$ cat config.mk
export PLATFORM = sky130hd
export DESIGN_NAME = frame_sequencer
export DESIGN_NICKNAME = d
export VERILOG_FILES = /design/src/rtl/frame_sequencer.sv
export SDC_FILE = /design/constraint.sdc
export NUM_CORES = 1
export LEC_CHECK = 0
export ABC_CLOCK_PERIOD_IN_PS = 3500
export BUFFER_PORTS_ARGS = -buffer_cell sky130_fd_sc_hd__buf_2
export CORE_MARGIN = 2
export CORE_UTILIZATION = 40
export CTS_BUF_LIST = sky130_fd_sc_hd__clkbuf_4
export DETAILED_ROUTE_END_ITERATION = 16
export PLACE_DENSITY_LB_ADDON = 0.25
export SLEW_MARGIN = 20
export SYNTH_ARGS = -nofsm -noshare
export SYNTH_HDL_FRONTEND = slang
export SYNTH_SLANG_ARGS = --single-unit
$ cat constraint.sdc
create_clock -name i_clk -period 3.5 [get_ports i_clk]
set_clock_uncertainty 0.2 [all_clocks]
set_input_delay 0.525 -clock i_clk [delete_from_list [all_inputs] [get_ports i_clk]]
set_output_delay 0.525 -clock i_clk [all_outputs]
set_load 0.005 [all_outputs]
$ cat src/rtl/frame_sequencer.sv
// frame_sequencer: 640x480 VGA raster with 2x2-replicated 320x240 ROM
// addressing and a tear-free START/PLAY/OVER frame source selector.
// Ports: i_clk, i_rst (async, active high); i_start, i_game_over,
// i_restart request pulses; o_frame_x/o_frame_y ROM address;
// i_start_rgb/i_game_rgb/i_over_rgb ROM data; o_rgb, o_hsync,
// o_vsync, o_de to the DAC; o_frame_end pulse and o_state status.
module frame_sequencer #(
  parameter int H_ACTIVE = 640,
  parameter int H_FP     = 16,
  parameter int H_SYNC   = 96,
  parameter int H_BP     = 48,
  parameter int V_ACTIVE = 480,
  parameter int V_FP     = 10,
  parameter int V_SYNC   = 2,
  parameter int V_BP     = 33,
  parameter int ROM_LAT  = 0
) (
  input  logic        i_clk,
  input  logic        i_rst,
  input  logic        i_start,
  input  logic        i_game_over,
  input  logic        i_restart,
  output logic [9:0]  o_frame_x,
  output logic [8:0]  o_frame_y,
  input  logic [23:0] i_start_rgb,
  input  logic [23:0] i_game_rgb,
  input  logic [23:0] i_over_rgb,
  output logic [23:0] o_rgb,
  output logic        o_hsync,
  output logic        o_vsync,
  output logic        o_de,
  output logic        o_frame_end,
  output logic [1:0]  o_state
);

  localparam int H_TOT = H_ACTIVE + H_FP + H_SYNC + H_BP;
  localparam int V_TOT = V_ACTIVE + V_FP + V_SYNC + V_BP;

  localparam logic [9:0] H_LAST = 10'(H_TOT - 1);
  localparam logic [9:0] V_LAST = 10'(V_TOT - 1);
  localparam logic [9:0] H_ACT  = 10'(H_ACTIVE);
  localparam logic [9:0] V_ACT  = 10'(V_ACTIVE);
  localparam logic [9:0] HS_BEG = 10'(H_ACTIVE + H_FP);
  localparam logic [9:0] HS_END = 10'(H_ACTIVE + H_FP + H_SYNC);
  localparam logic [9:0] VS_BEG = 10'(V_ACTIVE + V_FP);
  localparam logic [9:0] VS_END = 10'(V_ACTIVE + V_FP + V_SYNC);

  typedef enum logic [1:0] {
    START = 2'd0,
    PLAY  = 2'd1,
    OVER  = 2'd2
  } state_t;

  // Per-pixel control that travels alongside the ROM access.
  typedef struct packed {
    logic   de;
    logic   hs_n;
    logic   vs_n;
    state_t st;
  } pix_t;

  localparam int PW     = $bits(pix_t);
  localparam int PIPE_W = PW * (ROM_LAT + 1);
  localparam pix_t PIX_RST = '{
    de: 1'b0, hs_n: 1'b1, vs_n: 1'b1, st: START
  };

  logic [9:0] h_cnt;
  logic [9:0] v_cnt;
  logic [9:0] h_nxt;
  logic [9:0] v_nxt;
  logic       h_wrap;
  logic       boundary;

  state_t state;
  state_t state_nxt;
  logic   start_pend;
  logic   over_pend;
  logic   restart_pend;

  pix_t              s0;
  pix_t              tap;
  logic [PIPE_W-1:0] pipe;
  logic [23:0]       rgb_sel;

  // Stage 0: raster counters.
  always_comb begin
    h_wrap = (h_cnt == H_LAST);
    h_nxt  = h_wrap ? 10'd0 : h_cnt + 10'd1;
    v_nxt  = v_cnt;
    if (h_wrap)
      v_nxt = (v_cnt == V_LAST) ? 10'd0 : v_cnt + 10'd1;
  end

  assign boundary = h_wrap && (v_cnt == V_LAST);

  // o_frame_end is decoded from the next count so the
  // registered pulse lines up with the boundary count.
  always_ff @(posedge i_clk or posedge i_rst) begin
    if (i_rst) begin
      h_cnt       <= '0;
      v_cnt       <= '0;
      o_frame_end <= 1'b0;
    end else begin
      h_cnt       <= h_nxt;
      v_cnt       <= v_nxt;
      o_frame_end <= (h_nxt == H_LAST) && (v_nxt == V_LAST);
    end
  end

  // Frame source FSM: moves only on the last clock of a frame.
  always_ff @(posedge i_clk or posedge i_rst) begin
    if (i_rst) state <= START;
    else       state <= state_nxt;
  end

  always_comb begin
    state_nxt = state;
    if (boundary) begin
      unique case (state)
        START: if (start_pend | i_start)
                 state_nxt = PLAY;
        PLAY:  if (over_pend | i_game_over)
                 state_nxt = OVER;
        OVER:  if (restart_pend | i_restart)
                 state_nxt = START;
        default: state_nxt = START;
      endcase
    end
  end

  always_ff @(posedge i_clk or posedge i_rst) begin
    if (i_rst) begin
      start_pend   <= 1'b0;
      over_pend    <= 1'b0;
      restart_pend <= 1'b0;
    end else if (state_nxt != state) begin
      start_pend   <= 1'b0;
      over_pend    <= 1'b0;
      restart_pend <= 1'b0;
    end else begin
      if (state == START && i_start)
        start_pend <= 1'b1;
      if (state == PLAY && i_game_over)
        over_pend <= 1'b1;
      if (state == OVER && i_restart)
        restart_pend <= 1'b1;
    end
  end

  assign o_state = state;

  always_comb begin
    s0.de   = (h_cnt < H_ACT) && (v_cnt < V_ACT);
    s0.hs_n = !((h_cnt >= HS_BEG) && (h_cnt < HS_END));
    s0.vs_n = !((v_cnt >= VS_BEG) && (v_cnt < VS_END));
    s0.st   = state;
  end

  // Stage 1 coordinates plus a control shift register that is
  // 1+ROM_LAT deep; newest entry at the bottom, oldest at the top.
  always_ff @(posedge i_clk or posedge i_rst) begin
    if (i_rst) begin
      pipe      <= {(ROM_LAT + 1){PIX_RST}};
      o_frame_x <= '0;
      o_frame_y <= '0;
    end else begin
      pipe      <= PIPE_W'({pipe, s0});
      o_frame_x <= s0.de ? {1'b0, h_cnt[9:1]} : 10'd0;
      o_frame_y <= s0.de ? v_cnt[9:1] : 9'd0;
    end
  end

  assign tap = pix_t'(pipe[PIPE_W-1 -: PW]);

  always_comb begin
    rgb_sel = '0;
    if (tap.de) begin
      unique case (tap.st)
        START:   rgb_sel = i_start_rgb;
        PLAY:    rgb_sel = i_game_rgb;
        OVER:    rgb_sel = i_over_rgb;
        default: rgb_sel = '0;
      endcase
    end
  end

  always_ff @(posedge i_clk or posedge i_rst) begin
    if (i_rst) begin
      o_rgb   <= '0;
      o_hsync <= 1'b1;
      o_vsync <= 1'b1;
      o_de    <= 1'b0;
    end else begin
      o_rgb   <= rgb_sel;
      o_hsync <= tap.hs_n;
      o_vsync <= tap.vs_n;
      o_de    <= tap.de;
    end
  end

endmodule

==> results.toml <==
[place]
io_buffers = 124
place_inst = 569
place_hpwl_um = 6290
dpl_cell_area_um2 = 4330
gp_congestion = 0.857

[power_and_ir_drop]
p_leak_nw = 2.04
power_mw = 1.58
vdd_drop_max_uv = 142
cellPowerDensity_nw_per_um2 = 352

[min_path]
hold_class = "reg2reg"
worstHoldStart = "pipe[2]"
hold_depth = 0

[timing]
setup_tns_ns = 0
min_period_ns = 2.84
setup-violations-final = 0
min_period_over_period_pct = 81.1
worst-slew-pin-transition_ns = 0.672
relSlewSlack_pct = 54.9
drv_slew = 0
hold_viol = 0
fmax_ghz = 0.352
rsz0062_at_grt = "false"

[finish]
antennaDiodeCount = 0
syn2layout_area_growth_pct = 23.4
layout_commonest_cell = "buf_2"
layout_common_cells = "buf_2 (124), dfrtp_1 (72), and2_1 (38)"
drive_gt1_share_pct = 32.9
nets = 555
stdcell_count = 585
fin_area_um2 = 4490

[yosys]
ys_types = 50
synth-compound-area-share_pct = 9.93
syn_area_per_cell_um2 = 10.2
synth_ff_type = "dfrtp_1"
synth_top_family_by_area = "simple AND/OR/NAND/NOR gates"
yosys-mux-area-fraction_pct = 7.21
synth_area_um2 = 3640
synth-simple-area-share_pct = 21.5
ys_seq_elements = 76
synth_edf_count = 0
yosysWarnings = 0
synth_fa_ha_area_share_pct = 1.72
synth_xor_area_share_pct = 2.89
synthArstFlopShare_pct = 100
syn-instance-count = 357
yosysSeqAreaShare_pct = 52.4

[clock_tree]
clockRootBuffer = "clkbuf_4"
cts_made_buffers = 9
path_clk_slew_ns = 0.11
cts-resized-gates = 0
cts_hold_buf = 1
htree_num_levels = 3
post_cts_buffers = 0
clk_latency_ns = 0.42
numClockSinks = 76
cts_tree = "built"
clock_path_buffers = 2

[route]
via_count = 2931
ant_nets = 0
first_pass_iters = 4
viasPerCell = 5.01
drcViolationCount = 0
wl_per_cell_um = 14.4
first_iter_violations = 101
wl_um = 8430

[critical_path]
reg2reg_depth = 7
crit_type = "reg2reg"
slowest_delay_ns = 0.58
reg2reg_slack_ns = 0.66
required_ns = 3.63
worstReg2RegStart = "h_cnt[1]"
crit_end = "o_frame_end"
critPathCaptureType = "flip-flop"
cp-start-kind = "flip-flop"
crit_path_start = "h_cnt[1]"
cp_cell_sequence = "ha_1, nand4_1, or4_4, nor2_1, xor2_1, or4_1, a211oi_2"
worstPathArrival_ns = 2.97
r2r_end = "o_frame_end"
cp_slowest_cell = "or4_4"
crit_fanout = 6

[die]
start_util_pct = 41.6
ios = 126
rows = 34
die_h_um = 99.4
die_w_um = 99.4
design.core.area_um2 = 8760
dieArea_um2 = 9890

[global_route]
antenna_found_initial = 0
grt_usage_pct = 17.1
grt_pass1_wl_um = 13300
grt_max_degree = 61
grt_overflow_total = 0
grt_pass1_vias = 2822

[status]
outcome = "finished, final reports clean"

[flow_run]
cap_violations = 0
logic make-up after synthesis:
kind of cell	after synthesis
AO/OA/AOI/OAI	60
XOR/XNOR	12
adder cells (fa/ha/maj)	5
buffers and inverters	34
flip-flops	76
multiplexers	26
other	1
AND/OR/NAND/NOR	143
cell usage after synthesis, drive strengths merged (4+ instances only):
library cell  number  area (µm²)
nor3               7        35.0
nand3              9        45.0
nand2             37         139
nor2              18        67.6
a21oi              4        20.0
buf               13        76.3
nand4              7        43.8
dfstp              4         105
xor2               7        61.3
mux2i             24         240
clkbuf            14        52.6
nor4               6        43.8
dfrtp             72        1800
xnor2              5        43.8
nand2b             4        25.0
o21ai             37         185
ha                 5        62.6
and2              38         238
nor2b              4        25.0
inv                7        26.3
routing by layer:
layer | track usage [%] | vias up | wire, µm
li1 | - | 1459 | -
met1 | 21.9 | 1364 | 3570
met2 | 28.4 | 95 | 4120
met3 | 4.85 | 13 | 632
met4 | 4.74 | 0 | 102
met5 | 0 | - | 0
flip-flops by register name, summed over array words and instances, names as in the netlist, 2 cells and up:
name	cells
o_frame_x	9
o_state	2
o_frame_y	9
h_cnt	10
v_cnt	10
pipe	5
o_rgb	24
where the power goes:
group          switching [mW]  total (mW)  internal, mW  leakage (nW)
combinational          0.0487       0.106        0.0575          1.02
sequential            0.00434       0.897         0.892         0.950
clock                   0.286       0.577         0.292        0.0761
worst min path at each step:
stage            endpoint  slack [ns]
2_1_floorplan     o_hsync        0.15
3_3_place_gp      o_hsync        0.15
3_5_place_dp      o_hsync        0.15
4_1_cts        start_pend        0.15
5_1_grt           o_hsync        0.16
6_report          o_vsync        0.17
cell type report:
class / count / area, µm²
fillers: 804 / 4270
flip-flops and latches: 76 / 1910
multi-input cells: 248 / 1580
repair buffers: 131 / 688
well taps: 108 / 135
clock inverters: 5 / 78.8
clock buffers: 10 / 75.1
inverters: 7 / 26.3
per-stage QoR:
stage          utilization [%]  setup WS, ns  hold slack (ns)
6_report                  51.3         0.660            0.166
3_3_place_gp              49.4         0.815            0.146
3_5_place_dp              49.4         0.690            0.150
4_1_cts                   51.3         0.647            0.153
5_1_grt                   51.3         0.469            0.160
2_1_floorplan                -         0.843            0.145
critical path: cells and delay by family, from the launching register on:
kind / cells / cell delay (ns)
and+or+nand+nor: 4 / 1.47
DFF: 1 / 0.43
adders and majority gates: 1 / 0.29
AOI/OAI and AO/OA: 1 / 0.23
xor gates and xnor gates: 1 / 0.14
Note: power is estimated with default switching activity, not from simulation.
